**src/rtl/spart_rx.sv**
```systemverilog
// spart_rx: SPART receive datapath. Deserialises an 8N1 line using the
// 16x oversampling enable from the baud generator and holds the last byte
// for the bus interface.
//
// Ports:
//   clk      system clock
//   rst      asynchronous active-low reset
//   enable   one-clk pulse at 16x baud; all bit timing advances on it
//   rxd      asynchronous serial input, idle high
//   rd_ack   one-clk read strobe from the bus interface (clears rda/ovr)
//   rx_data  holding register, last received byte
//   rda      receive data available
//   ferr     stop bit of the byte in rx_data was sampled low
//   ovr      a new byte overwrote an unread one
module spart_rx (
  input  logic       clk,
  input  logic       rst,
  input  logic       enable,
  input  logic       rxd,
  input  logic       rd_ack,
  output logic [7:0] rx_data,
  output logic       rda,
  output logic       ferr,
  output logic       ovr
);

  typedef enum logic [1:0] {IDLE, START, DATA, STOP} state_t;

  state_t     state, state_nxt;
  logic       rxd_m, rxd_s;
  logic [3:0] cnt;
  logic [2:0] bcnt;
  logic [7:0] sh;

  // control strobes decoded from the FSM
  logic cnt_clr, cnt_inc, bcnt_clr, bit_smp, load;

  // two-flop synchroniser; idles high so reset does not look like a start bit
  always_ff @(posedge clk or negedge rst) begin
    if (!rst) begin
      rxd_m <= 1'b1;
      rxd_s <= 1'b1;
    end else begin
      rxd_m <= rxd;
      rxd_s <= rxd_m;
    end
  end

  always_ff @(posedge clk or negedge rst) begin
    if (!rst) state <= IDLE;
    else      state <= state_nxt;
  end

  always_comb begin
    state_nxt = state;
    if (enable) begin
      case (state)
        IDLE:  if (!rxd_s) state_nxt = START;
        // mid-start-bit check rejects glitches shorter than half a bit
        START: if (cnt == 4'd7) state_nxt = rxd_s ? IDLE : DATA;
        DATA:  if (cnt == 4'd15 && bcnt == 3'd7) state_nxt = STOP;
        STOP:  if (cnt == 4'd15) state_nxt = IDLE;
        default: state_nxt = IDLE;
      endcase
    end
  end

  always_comb begin
    cnt_clr  = 1'b0;
    cnt_inc  = 1'b0;
    bcnt_clr = 1'b0;
    bit_smp  = 1'b0;
    load     = 1'b0;
    if (enable) begin
      case (state)
        IDLE: cnt_clr = !rxd_s;
        START: begin
          if (cnt == 4'd7) begin
            cnt_clr  = 1'b1;
            bcnt_clr = 1'b1;
          end else begin
            cnt_inc = 1'b1;
          end
        end
        // cnt wraps 15 -> 0 on its own, so the centre sample needs no clear
        DATA: begin
          cnt_inc = 1'b1;
          bit_smp = (cnt == 4'd15);
        end
        STOP: begin
          cnt_inc = 1'b1;
          load    = (cnt == 4'd15);
        end
        default: ;
      endcase
    end
  end

  always_ff @(posedge clk or negedge rst) begin
    if (!rst) begin
      cnt  <= 4'd0;
      bcnt <= 3'd0;
      sh   <= 8'h00;
    end else begin
      if (cnt_clr)      cnt <= 4'd0;
      else if (cnt_inc) cnt <= cnt + 4'd1;
      if (bcnt_clr)     bcnt <= 3'd0;
      else if (bit_smp) bcnt <= bcnt + 3'd1;
      if (bit_smp)      sh <= {rxd_s, sh[7:1]};
    end
  end

  // a load coinciding with rd_ack wins: the ack refers to the old byte,
  // so the new one stays available and is not an overrun
  always_ff @(posedge clk or negedge rst) begin
    if (!rst) begin
      rx_data <= 8'h00;
      rda     <= 1'b0;
      ferr    <= 1'b0;
      ovr     <= 1'b0;
    end else if (load) begin
      rx_data <= sh;
      rda     <= 1'b1;
      ferr    <= ~rxd_s;
      ovr     <= rda & ~rd_ack;
    end else if (rd_ack) begin
      rda <= 1'b0;
      ovr <= 1'b0;
    end
  end

endmodule

```
**config.mk**
```make
export PLATFORM = sky130hd
export DESIGN_NAME = spart_rx
export DESIGN_NICKNAME = d
export VERILOG_FILES = /design/src/rtl/spart_rx.sv
export SDC_FILE = /design/constraint.sdc
export NUM_CORES = 1
export LEC_CHECK = 0
export BUFFER_PORTS_ARGS = -buffer_cell sky130_fd_sc_hd__buf_4
export CAP_MARGIN = 20
export CORE_MARGIN = 2
export CORE_UTILIZATION = 40
export CTS_CLUSTER_DIAMETER = 80
export CTS_CLUSTER_SIZE = 10
export DETAILED_ROUTE_END_ITERATION = 6
export GPL_TIMING_DRIVEN = 0
export PLACE_DENSITY = 0.61
export SLEW_MARGIN = 20
export SYNTH_ARGS = -nofsm -noshare
export SYNTH_HDL_FRONTEND = slang
export SYNTH_SLANG_ARGS = --single-unit
```
**constraint.sdc**
```tcl
create_clock -name clk -period 1.8 [get_ports clk]
set_input_delay 0.36 -clock clk [delete_from_list [all_inputs] [get_ports clk]]
set_output_delay 0.36 -clock clk [all_outputs]
set_load 0.005 [all_outputs]
```
==> Word-level counts from Yosys, hierarchy flattened <==
Cells that the tools add are included.
{ "op_classes": {"n_addsub": 2, "eq_ne": 10, "mux": 25, "bitwise_logic": 3, "n_reduce_logical": 8} }
{ "ops": {"columns": ["op", "n"], "rows": [
  ["1-bit two-way mux", 13],
  ["2-bit two-way mux", 5],
  ["4-bit two-way mux", 2],
  ["2-bit != test (second input constant)", 4],
  ["2-bit one-hot mux with 4 select lines", 1],
  ["3-bit two-way mux", 2],
  ["2-bit nonzero test", 3],
  ["5-bit AND reduction", 1],
  ["4-bit by 1-bit adder with 4-bit output (second input constant)", 1],
  ["2-bit equality test (second input constant)", 2],
  ["4-bit by 3-bit equality test with 1-bit output (second input constant)", 1],
  ["4-bit equality test (second input constant)", 1],
  ["1-bit one-hot mux with 2 select lines", 2],
  ["3-bit by 1-bit adder with 3-bit output (second input constant)", 1],
  ["3-bit equality test (second input constant)", 1],
  ["2-bit by 1-bit equality test with 1-bit output (second input constant)", 1],
  ["2-bit zero test", 1],
  ["1-bit inverter", 2],
  ["2-bit OR reduction", 1],
  ["1-bit bitwise AND", 1],
  ["1-bit logical AND", 1],
  ["1-bit zero test", 1]
]} }
{ "totals": {"register_bits": 30, "inputBits": 5, "output_inout_bits": 11, "wordCells": 58} }

==> Longest topological paths before layout <==
{ "depth": {"ltp_word": 6, "depth_mapped": 6, "depth_no_buf": 5} }

==> Worst setup path after synthesis <==
Ideal clock, no wire load.
{ "synth_path": {"kind": "reg2reg", "startpoint": "register cnt[0]", "endpoint": "register sh[0]", "setup_time_ns": 0.125, "t_arrival_ns": 1.497, "t_required_ns": 1.675, "path_slack_ns": 0.178, "stages_incl_launch_ff": 7, "path_buffers": 2, "synth_period_minus_slack_ns": 1.622, "cell_sequence": "dfrtp_1 ha_1 and3_1 buf_6 and3_4 buf_8 mux2_4"} }
{ "synth_between": {"elab_chain_len": 3} }
{ "synth_rtl": {"columns": ["item", "line_no", "rtl"], "rows": [
  ["start: declaration", "31", "logic [3:0] cnt;"],
  ["start signal: assignment", "106", "else if (cnt_inc) cnt <= cnt + 4'd1;"],
  ["4-bit equality test", "88", "bit_smp = (cnt == 4'd15);"],
  ["1-bit two-way mux", "75", "case (state)"],
  ["1-bit two-way mux", "74", "if (enable) begin"],
  ["end signal: assignment", "109", "if (bit_smp) sh <= {rxd_s, sh[7:1]};"],
  ["end: declaration", "33", "logic [7:0] sh;"]
]} }
Every way passes these cells.
A chain may end at the register's enable or synchronous reset.

==> Final worst setup path <==
{ "layout_path": {"startpoint": "register cnt[0]", "endpoint": "register sh[6]"} }
Same word-level chain as after synthesis.

==> results.md <==
- Die X: 63.9 µm
- Wirelength per Cell: 14.5 µm
- Final Skew: 5.09 ps
- DRT antenna net count: 0
- Routing usage on met3: 4.40%
- CP required: 2040 ps
- Most used DFF post-synth: dfrtp_1
- Mux contribution to synthesized area: a little under a fifth
- Top post-synthesis cells by area: dfrtp_1 49%, mux2_4 17%, dfstp_2 3.7%
- Worst-path maximum fanout: 8
- Via count: a little over 900
- Clk pin slew, worst setup/hold paths: 100 ps
- Yosys cell types: 38
- Worst min-delay path class: in -> reg
- Synth Area in Compound Gates: 9.50%
- Worst Path Buf+Inv: 2
- Die Ht: around 64 µm
- FP Rows: 21
- Reg-to-reg startpoint: cnt[0]
- Post-synthesis average cell area: 13.5 µm²
- Final setup viols: 0
- Core area: 3390 µm²
- First-pass GRT wire length: roughly 4.4 mm
- M1 GR Usage: 17.4%
- H-Tree Level Count: 2
- HPWL after DPL: 1.71 mm
- CP cell instances: ha_2, and3_1, buf_6, and3_4, buf_8, mux2_4
- Hold Crit Start: rxd
- Crit path from: cnt[0]
- Setup bufs post-CTS: 0
- Clk root buf: clkbuf_4
- Fin worst setup slack: 105 ps
- Post-route clock period utilization: 94.2%
- Post-synthesis adder-cell area fraction: 2.62%
- Setup CP Type: reg -> reg
- Max-slew violation count: 0
- Fmax: ~590 MHz
- Drt pass-1 iters: 4
- Most frequent cells in the layout: 28 x dfrtp_1, 16 x buf_4, 16 x mux2_4
- RD Place Congestion: 0.881
- GR Util All Layers: 14.5%
- Peak VDD IR: around 0.52 mV
- Post-synth EDFFs: 0
- Grt peak-use layer: met2
- Vias in the first global route: between 1,000 and 1,500
- Total Power: 1.77 mW
- CTS tree: built
- Minimum clock period: between 1500 and 2000 ps
- Max Cap Viol: 0
- Total wire length: 2.55 mm
- Synth-to-layout area growth: 17.2%
- Final Hold Viols: 0
- CP Capture Type: flop
- Simple-gate share of the synthesized area: 11.0%
- #FFs+latches synth: 30
- Antenna cells: 0
- Slew @ Worst Pin: 482 ps
- Drt initial violations: 38
- TritonCTS Sinks: 30
- Synth top area share: 48.8%
- Largest family of logic cells by synthesized area: multiplexers
- Worst slack, placed: 77.3 ps
- DRC: 0
- NumNets Final: 137
- Max incr delay on CP: 390 ps
- Ratio of cells with drive above 1 in the final layout: 42.3%
- Status: finished, final reports clean
- Slew margin rel.: 67.6%
- RSZ-0062 raised after global routing: no
- Total congestion overflow: 0
- Fin Hold WS: 116 ps
- Largest net degree at the start of global routing: 31
- GR Layer Usage met2: 22.0%
- Post-synthesis async set-or-reset flop share: between 90% and 100%
- Synth Instances: 106
- CTS Buffer Depth: 2
- Full die area: 4080 µm²
- Pwr dens: 1050 nW/µm²
- Fillers: 298
- Total of warnings raised by yosys: 0
- Sequential-to-total area share from yosys stat: between 50% and 60%
- Sum Neg Setup Slack: 0 ps
- # IOs: 16
- Worst setup SP type: flop
- CP arrival: 1930 ps
- Post-synthesis xor/xnor area fraction: 0%
- Syn Std Cell Area: 1440 µm²
- Syn nets: 114
- Largest area contributor in the netlist: dfrtp_1
- Commonest non-fill, non-tap cell in the layout: dfrtp_1
- Port buffer count: 15
- Worst skew pair latency: ~340 ps
- Multi-input gate area: 607 µm²
- Starting Density: a little over two fifths
- CP delay by family, top: flip-flops
- Num CTS Buffers: 5
- Register area: 753 µm²
- P_leak: 0.818 nW
- CP max-delay cell: dfrtp_1
- Initial antenna violation count: 0
- Routed vias/inst: 5.31
worst reg2reg max path: stages (launching register included):
cell	delay (ps)
dfrtp_1	390
ha_2	240
and3_1	180
buf_6	140
and3_4	200
buf_8	140
mux2_4	310
cell type report:
| type | count | area share [%] |
|---|---|---|
| buffer | 6 | 3.27 |
| clock buffer | 6 | 3.05 |
| clock inverter | 2 | 0.744 |
| inverter | 6 | 1.34 |
| multi-input combinational | 64 | 36.1 |
| sequential | 30 | 44.8 |
| tap | 46 | 3.42 |
| timing repair buffer | 16 | 7.29 |
final timing paths:
kind                            cells after the start         end  slack [ps]
max in group asynchronous                           2       rxd_m        1020
worst max-delay path                                6       sh[6]         100
worst min register to register                      0       rxd_s         360
min in group asynchronous                           2  rx_data[0]         460
worst max register to register                      6       sh[6]         100
worst min-delay path                                1       rxd_m         120
metrics by stage:
stage	util, %	instance area [µm²]	std cells
6_report	49.6	1680	176
3_3_place_gp	47.4	1610	167
2_1_floorplan	-	1440	106
3_5_place_dp	47.4	1610	167
4_1_cts	49.5	1680	176
5_1_grt	49.6	1680	176
sequential cells by signal, summed over array words and instances (netlist names), named ones only:
name     count
ferr         1
rda          1
rx_data      8
bcnt         3
state        1
cnt          4
ovr          1
rxd_s        1
sh           8
rxd_m        1
report_power, final:
| part | switching (mW) | total (mW) | internal [mW] |
|---|---|---|---|
| sequential | 0.0771 | 0.848 | 0.771 |
| clock | 0.255 | 0.443 | 0.187 |
| combinational | 0.263 | 0.477 | 0.214 |
| total | 0.595 | 1.77 | 1.17 |
what timing repair did:
| item | 4_1_cts | 5_1_grt |
|---|---|---|
| resized for setup | 0 | 1 |
| endpoints found under the hold margin | 28 | 0 |
| hold buffers | 1 | 0 |
| endpoints found under the setup margin | 0 | 8 |
cell families after synthesis:
group           count (synthesis)
fa+ha+maj                       3
buf+inv                        12
simple gates                   22
mux                            19
flops                          30
compound gates                 20
synthesized netlist by cell type (all sizes together), types with 2 or more instances:
cell type,instances
dfrtp,28
mux2,18
inv,6
buf,5
a21oi,3
ha,3
nand3,3
nor2,3
o21a,3
o22ai,3
o31ai,3
a32oi,2
and3,2
dfstp,2
nand2,2
nand2b,2
nand4,2
o21ai,2
per-layer routing:
metal  up-vias  share of wire (%)  routed length (µm)
li1        430                  -                   -
met1       474                 44                1130
met2        22                 48                1230
met3         8                4.7                 119
met4         0                2.8                  71
met5         -                  0                   0
Note: power is estimated with default switching activity, not from simulation.
